[src/rtl/riscv_pkg.sv]
// Shared RISC-V front-end definitions: opcodes, the canonical NOP and the fetch FSM encoding.
package riscv_pkg;

  localparam logic [6:0] OP_R      = 7'b0110011;
  localparam logic [6:0] OP_I      = 7'b0010011;
  localparam logic [6:0] OP_LOAD   = 7'b0000011;
  localparam logic [6:0] OP_STORE  = 7'b0100011;
  localparam logic [6:0] OP_BRANCH = 7'b1100011;
  localparam logic [6:0] OP_JAL    = 7'b1101111;

  // addi x0, x0, 0
  localparam logic [31:0] NOP_INSTR = 32'h0000_0013;

  typedef enum logic [1:0] {
    S_REQ  = 2'd0,
    S_EXEC = 2'd1,
    S_ERR  = 2'd2
  } fetch_state_e;

  function automatic logic word_aligned(input logic [31:0] addr);
    return (addr[1:0] == 2'b00);
  endfunction

endpackage

[src/rtl/pc_next_sel.sv]
// Next-PC mux (jump > taken branch > pc+4) with target alignment mask or check.
// FETCH_MISALIGN_CHK_EN: flag misaligned targets instead of masking their low bits.
module pc_next_sel
  import riscv_pkg::*;
(
  input  logic [31:0] pc_i,
  input  logic        branch_i,
  input  logic        zero_i,
  input  logic        jump_i,
  input  logic [31:0] branch_target_i,
  input  logic [31:0] jump_target_i,
  output logic [31:0] next_pc_o,
  output logic        misalign_o
);

  logic [31:0] seq_pc;
  logic [31:0] target;
  logic        target_sel;

  assign seq_pc = pc_i + 32'd4;

  always_comb begin
    target_sel = 1'b0;
    target     = seq_pc;
    if (jump_i) begin
      target_sel = 1'b1;
      target     = jump_target_i;
    end else if (branch_i && zero_i) begin
      target_sel = 1'b1;
      target     = branch_target_i;
    end
  end

`ifdef FETCH_MISALIGN_CHK_EN
  assign next_pc_o  = target;
  assign misalign_o = target_sel && !word_aligned(target);
`else
  // Only redirect targets are masked; a misaligned RESET_PC is preserved as-is.
  assign next_pc_o  = target_sel ? (target & 32'hFFFF_FFFC) : target;
  assign misalign_o = 1'b0;
`endif

endmodule

[src/rtl/instr_fetch_unit.sv]
// Instruction fetch stage: PC register, imem req/ack FSM with timeout, next-PC update on retire.
// Optional FETCH_MISALIGN_CHK_EN turns misaligned branch/jump targets into a sticky error.
module instr_fetch_unit
  import riscv_pkg::*;
#(
  parameter logic [31:0] RESET_PC       = 32'h0000_0000,
  parameter int unsigned TIMEOUT_CYCLES = 16
) (
  input  logic        clk,
  input  logic        rst_n,
  output logic        imem_req,
  output logic [31:0] imem_addr,
  input  logic        imem_ack,
  input  logic [31:0] imem_rdata,
  output logic [31:0] instr,
  output logic        instr_valid,
  input  logic        instr_retire,
  output logic [31:0] pc_out,
  output logic [31:0] pc_plus4,
  input  logic        branch,
  input  logic        zero,
  input  logic        jump,
  input  logic [31:0] branch_target,
  input  logic [31:0] jump_target,
  output logic        bus_err,
  output logic        misalign
);

  localparam logic [7:0] CNT_LAST = 8'(TIMEOUT_CYCLES - 1);

  fetch_state_e state_q, state_d;
  logic [31:0]  pc_q, pc_d;
  logic [31:0]  instr_q, instr_d;
  logic         valid_q, valid_d;
  logic         bus_err_q, bus_err_d;
  logic         misalign_q, misalign_d;
  logic [7:0]   cnt_q, cnt_d;

  logic [31:0]  next_pc;
  logic         tgt_misalign;
  logic         ack_fire;
  logic         timeout_hit;
  logic         retire_fire;

  pc_next_sel u_pc_next_sel (
    .pc_i            (pc_q),
    .branch_i        (branch),
    .zero_i          (zero),
    .jump_i          (jump),
    .branch_target_i (branch_target),
    .jump_target_i   (jump_target),
    .next_pc_o       (next_pc),
    .misalign_o      (tgt_misalign)
  );

  assign ack_fire    = (state_q == S_REQ) && imem_ack;
  assign timeout_hit = (state_q == S_REQ) && !imem_ack && (cnt_q == CNT_LAST);
  assign retire_fire = (state_q == S_EXEC) && valid_q && instr_retire;

  always_ff @(posedge clk or negedge rst_n) begin
    if (!rst_n) begin
      state_q <= S_REQ;
    end else begin
      state_q <= state_d;
    end
  end

  always_comb begin
    state_d = state_q;
    case (state_q)
      S_REQ: begin
        if (ack_fire) begin
          state_d = S_EXEC;
        end else if (timeout_hit) begin
          state_d = S_ERR;
        end
      end
      S_EXEC: begin
        if (retire_fire) begin
          state_d = tgt_misalign ? S_ERR : S_REQ;
        end
      end
      S_ERR:   state_d = S_ERR;
      default: state_d = S_ERR;
    endcase
  end

  // Gated by rst_n so no request leaks out while reset is still asserted.
  always_comb begin
    imem_req = (state_q == S_REQ) && rst_n;
  end

  always_comb begin
    pc_d       = pc_q;
    instr_d    = instr_q;
    valid_d    = valid_q;
    bus_err_d  = bus_err_q;
    misalign_d = misalign_q;
    cnt_d      = cnt_q;
    case (state_q)
      S_REQ: begin
        if (ack_fire) begin
          instr_d = imem_rdata;
          valid_d = 1'b1;
          cnt_d   = 8'd0;
        end else if (timeout_hit) begin
          instr_d   = NOP_INSTR;
          valid_d   = 1'b0;
          bus_err_d = 1'b1;
        end else begin
          cnt_d = cnt_q + 8'd1;
        end
      end
      S_EXEC: begin
        if (retire_fire) begin
          valid_d = 1'b0;
          if (tgt_misalign) begin
            instr_d    = NOP_INSTR;
            misalign_d = 1'b1;
            bus_err_d  = 1'b1;
          end else begin
            pc_d = next_pc;
          end
        end
      end
      default: begin
        instr_d = NOP_INSTR;
        valid_d = 1'b0;
      end
    endcase
  end

  always_ff @(posedge clk or negedge rst_n) begin
    if (!rst_n) begin
      pc_q       <= RESET_PC;
      instr_q    <= NOP_INSTR;
      valid_q    <= 1'b0;
      bus_err_q  <= 1'b0;
      misalign_q <= 1'b0;
      cnt_q      <= 8'd0;
    end else begin
      pc_q       <= pc_d;
      instr_q    <= instr_d;
      valid_q    <= valid_d;
      bus_err_q  <= bus_err_d;
      misalign_q <= misalign_d;
      cnt_q      <= cnt_d;
    end
  end

  assign imem_addr   = pc_q;
  assign instr       = instr_q;
  assign instr_valid = valid_q;
  assign pc_out      = pc_q;
  assign pc_plus4    = pc_q + 32'd4;
  assign bus_err     = bus_err_q;
  assign misalign    = misalign_q;

endmodule

[config.mk]
export PLATFORM = sky130hd
export DESIGN_NAME = instr_fetch_unit
export DESIGN_NICKNAME = d
export VERILOG_FILES = /design/src/rtl/riscv_pkg.sv /design/src/rtl/pc_next_sel.sv /design/src/rtl/instr_fetch_unit.sv
export SDC_FILE = /design/constraint.sdc
export NUM_CORES = 1
export LEC_CHECK = 0
export ABC_CLOCK_PERIOD_IN_PS = 2700
export CAP_MARGIN = 20
export CORE_MARGIN = 3
export CORE_UTILIZATION = 42
export DETAILED_ROUTE_END_ITERATION = 10
export PLACE_DENSITY = 0.78
export SLEW_MARGIN = 10
export SYNTH_ARGS = -nofsm -noshare
export SYNTH_HDL_FRONTEND = slang
export SYNTH_HIERARCHICAL = 1
export SYNTH_SLANG_ARGS = --single-unit
[constraint.sdc]
create_clock -name clk -period 2.7 [get_ports clk]
set_input_delay 0.54 -clock clk [delete_from_list [all_inputs] [get_ports clk]]
set_output_delay 0.54 -clock clk [all_outputs]
set_load 0.03 [all_outputs]
== Word level (Yosys, flattened, before mapping) ==
Cells that the tools add are included.
Operators by class
  add/subtract/negate cells: 2
  multipliers: 0
  divide/modulo/power cells: 0
  magnitude comparators: 0
  equality and inequality tests: 5
  shift operators: 0
  muxes and demuxes: 18
  bitwise operators: 2
  reductions and logical operators: 14
Operator list (count)
  $mux 32: 4
  $pmux 32 s2: 1
  $add 32x3->32 const B: 1
  $mux 8: 2
  $add 8x1->8 const B: 1
  $eq 8x4->1 const B: 1
  $mux 2: 4
  $reduce_and 2->1: 4
  $logic_and 1x1->1: 7
  $mux 1: 5
  $ne 2x2->1 const B: 2
  $pmux 2 s2: 1
  $ne 3x3->1 const B: 1
  $reduce_and 3->1: 1
  $eq 2x1->1 const B: 1
  $logic_not 2->1: 1
  $not 1->1: 2
  $pmux 1 s2: 1
  $logic_not 1->1: 1
Word-level totals
  bits in registers: 76
  bits in latches: 0
  memory bits (writable): 0
  ROM bits: 0
  output and inout port bits: 132
  memories: 0

== Longest topological paths before layout ==
Gate-level depths: netlist of run 1.
  depth in word-level cells: 6
  gate-level depth with buffers: 8
  gate-level depth less buffers: 8

== Cells and area by module ==
The synthesis of run 1 kept the hierarchy.
Modules (own cells, without submodules)
  instr_fetch_unit: instances 1, cells an instance 350, area each 3807.4 um^2, sequential area each 1905.6 um^2
  pc_next_sel: instances 1, cells an instance 202, area each 1268.7 um^2, sequential area each 0.0 um^2

== Worst setup path before layout of run 1 ==
No wires, ideal clock.
  kind: register to output
  start: register pc_q[7] (netlist: imem_addr[7])
  end: output pc_plus4[31]
  arrival: 2.368 ns
  data required time: 2.160 ns
  path slack: -0.208 ns
  stages on the path, launching flop included: 6
  buffers on the path: 1
  path through: dfrtp_1 nand4_2 or4_4 buf_6 nor4_4 xor2_1
On the way
  longest elaborated chain between the ends: 1
RTL lines
  start: declaration: RTL line instr_fetch_unit.sv:32  | logic [31:0] pc_q, pc_d;
  start signal: assignment: RTL line instr_fetch_unit.sv:142  | pc_q <= pc_d;
  $add 32x3->32: RTL line instr_fetch_unit.sv:155  | assign pc_plus4 = pc_q + 32'd4;
  end: declaration: RTL line instr_fetch_unit.sv:19  | output logic [31:0] pc_plus4,
Every way passes these cells.

== Final worst setup path of run 1 ==
  start: register pc_q[10] (netlist: imem_addr[10])
  end: output pc_plus4[27]
Same word-level chain as after synthesis.

==> results of run 1 <==
[state kept, by name, indices dropped and copies added (netlist names)]
register and count:
misalign 1, imem_addr 32, state_q 2, cnt_q 8, bus_err 1, instr 32
[logic make-up (layout without fill, tap and decap cells)]
kind of cell,after synthesis,after routing
xor+xnor,54,54
simple gates,206,206
flops,76,76
other cells,1,1
compound gates,100,100
buf+inv,80,307
mux,32,32
fa+ha+maj,3,3
[per-layer routing]
metal	track usage	vias to the layer above
met3	0.0700	37
met5	0	-
met1	0.278	2461
met2	0.429	255
li1	-	2383
met4	0.0889	0
[cell usage after synthesis, drive strengths merged, types with 9 or more instances]
cell	count	area, um^2
dfrtp	73	1830
nand2	71	267
buf	44	310
a22o	30	263
xnor2	27	236
xor2	27	236
mux2	26	293
nand3	25	135
nor2	25	96.4
clkbuf	19	71.3
o21ai	19	95.1
a21oi	17	85.1
inv	17	63.8
nand4	17	119
nor3	17	90.1
nor4	11	139
o221ai	10	87.6
and3	9	56.3
and4	9	78.8
[worst paths after layout]
path,endpoint,cells past startpoint
worst max-delay path,pc_plus4[27],6
worst min-delay path,instr[1],2
worst max register to register,imem_addr[28],8
worst min register to register,instr[1],2
max in group asynchronous,imem_addr[6],2
min in group asynchronous,imem_addr[30],2
[cell usage in the layout (no fill, tap or decap), types with 3 or more instances in the layout]
| master | instances |
|---|---|
| dfrtp_2 | 7 |
| a22o_1 | 30 |
| xor2_2 | 5 |
| buf_12 | 8 |
| a21oi_1 | 17 |
| nand3_1 | 22 |
| and4_1 | 9 |
| nor3_1 | 9 |
| nand3_2 | 3 |
| dfrtp_1 | 66 |
| mux2_2 | 26 |
| clkdlybuf4s50_1 | 203 |
| nand4_1 | 15 |
| mux2i_1 | 6 |
| dfstp_2 | 3 |
| or3_1 | 3 |
| nor4_2 | 7 |
| nor4_4 | 4 |
| inv_1 | 17 |
| o31ai_1 | 4 |
| and2_1 | 8 |
| buf_4 | 57 |
| xor2_1 | 22 |
| nor3_2 | 7 |
| nor2_1 | 24 |
| o221ai_1 | 10 |
| nand2_1 | 70 |
| and3_1 | 8 |
| clkbuf_16 | 9 |
| a221oi_1 | 6 |
| xnor2_1 | 25 |
| o21ai_0 | 19 |
[worst max-delay path: cells and delay by family, from the launching register on]
kind | cells | cell delay (ns)
simple gates | 3 | 0.89
buf+inv | 2 | 0.39
xor+xnor | 1 | 0.15
flops | 1 | 0.37
[what timing repair did]
item,CTS,global route
gates resized for setup,6,21
pin swaps,1,7
hold buffers,0,0
gates cloned,0,0
endpoints found under the setup margin,16,15
buffers inserted,0,12
[power groups by stage]
stage,Sequential [uW],Combinational [uW],Clock [uW]
2_1_floorplan,2590,2230,0
3_3_place_gp,1850,4910,0
3_5_place_dp,1860,4970,0
4_1_cts,1850,4980,1340
5_1_grt,1930,5330,1370
6_report,1880,5050,1300
[per-stage QoR]
stage / power [uW] / utilization / instance area (um^2) / instances
after floorplan: 4820 / - / 5130 / 552
final: 8240 / 0.692 / 8040 / 922
after global routing: 8630 / 0.692 / 8040 / 922
after detailed placement: 6830 / 0.647 / 7520 / 894
after CTS: 8170 / 0.677 / 7860 / 910
after global placement: 6760 / 0.647 / 7520 / 894
[cell type report]
class                           instances  area, um^2
Clock inverter                          5        85.1
Multi-Input combinational cell        396        2880
Tap cell                              143         179
Inverter                               17        63.8
Timing Repair Buffer                  274        2680
Sequential cell                        76        1910
Clock buffer                           11         233
Fill cell                             875        3580
==> impl_metrics.yaml, run 1 <==
worst_hold_path:
  hp-class: "reg2reg"
  hp-start: "instr[1]"
logic_synthesis:
  synth-compound-area-share: 0.142
  synth_xor_area_frac: 0.0932
  syn-instance-count: 552
  postSynth.asyncResetShare: 1.00
  ys_ff_latch: 76
  synth_mux_area_frac: 0.0695
  syn_avg_cell_area_um2: 9.20
  synth_top_family_by_area: "simple AND/OR/NAND/NOR gates"
  yosysSeqAreaShare: 0.375
  synth_edf_count: 0
  synth_area_mm2: 0.00508
  synth-adder-area-share: 0.00739
  synth_ff_type: "dfrtp_1"
  yosysUniqueCellTypes: 55
  synth_nets: 658
  yosys.area_share.simple: 0.224
  yosys_warnings: 6
power_and_ir_drop:
  p_comb_frac: 0.614
  intPower_uw: 4480
  netSwitchingFraction: 0.457
  p_seq_frac: 0.229
  p_per_area_mw_per_mm2: 1020
  p_clk_frac: 0.158
  ir_drop_mv: 0.466
  p_sw_uw: 3760
  total_leakage_power_uw: 0.00336
critical_path:
  worst_setup_path_end_kind: "primary output"
  startpoint: "imem_addr[10]"
  critPathLaunchType: "register"
  r2r_setup_slack_ns: 0.26
  crit-reg2reg-launch: "imem_addr[2]"
  cp.required_ns: 2.16
  crit_path_max_fanout: 6
  crit_chain: "nand2_2, or4_4, buf_4, nor3_2, xnor2_1, buf_4"
  path_class: "reg2out"
  cp_common_cell: "buf_4"
  slowest_delay_ns: 0.58
  cp_slowest_cell: "or4_4"
  cp_data_arrival_time_ns: 2.15
floorplanning:
  coreArea_mm2: 0.0116
  die_h_um: 116
  die_w_um: 116
  ios: 235
  die_area_mm2: 0.0134
  row_count: 39
  start_util: 0.437
sta:
  max_freq_ghz: 0.372
  skew_ns: 0.00613
  slew_violations: 0
  layout_setup_ws_ns: 0.0120
  relSlewSlack: 0.332
  layout_min_cycle_time_ns: 2.69
  fin_crit_sh: 0.996
  setup_viol: 0
  fin_tns_setup_ns: 0
  finalHoldViolCount: 0
  holdWs_ns: 0.458
  tightest_slew_ns: 1.00
clock_network:
  cts-root-buf: "clkbuf_16"
  ctsLongestPathBuffers: 2
  cts_max_level: 3
  cts_made_buffers: 9
  clock_latency_ns: 0.33
  clkTransAtPathRegs_ns: 0.06
  cts_tree: "yes"
  clock_sinks: 76
run:
  cap_violations: 0
grt:
  grt_pass1_vias: 5107
  grt_use_total: 0.242
  overflow: 0
  grt_pass1_wl_mm: 25.6
  antenna_found_initial: 0
  grt_max_degree: 77
detailed_routing:
  drt-total-wl_mm: 17.0
  viasPerCell: 5.57
  drc: 0
  m1WireLength_mm: 6.43
  dr.max_layer_used: "met4"
  antenna_left: 0
  vias: 5136
  drt_iter0_drc: 270
  wl_met2_mm: 8.49
  met3_length_mm: 1.68
  firstDrtPassIters: 5
  post_drt_wl_per_cell_um: 18.5
status:
  outcome: "complete, no violations"
cells_and_area:
  finalNetCount: 880
  drive_gt1_frac: 0.200
  syn2layout_area_growth_pct: 58.3
  insertedDiodeCount: 0
placed_design:
  dp_slack_ns: 0.211
  dpl.hpwl_mm: 12.4
  place.gp.congestion: 0.895
  io_buffers: 230
Power figures use the tool's default switching activity.
==> run 2, diff against run 1 <==
--- a/config.mk
+++ b/config.mk
@@ -6,7 +6,6 @@
 export NUM_CORES = 1
 export LEC_CHECK = 0
 export ABC_CLOCK_PERIOD_IN_PS = 2700
-export CAP_MARGIN = 20
 export CORE_MARGIN = 3
 export CORE_UTILIZATION = 42
 export DETAILED_ROUTE_END_ITERATION = 10
==> results of run 2 <==
No change in the layout: final DEF, timing and power equal those of run 1.
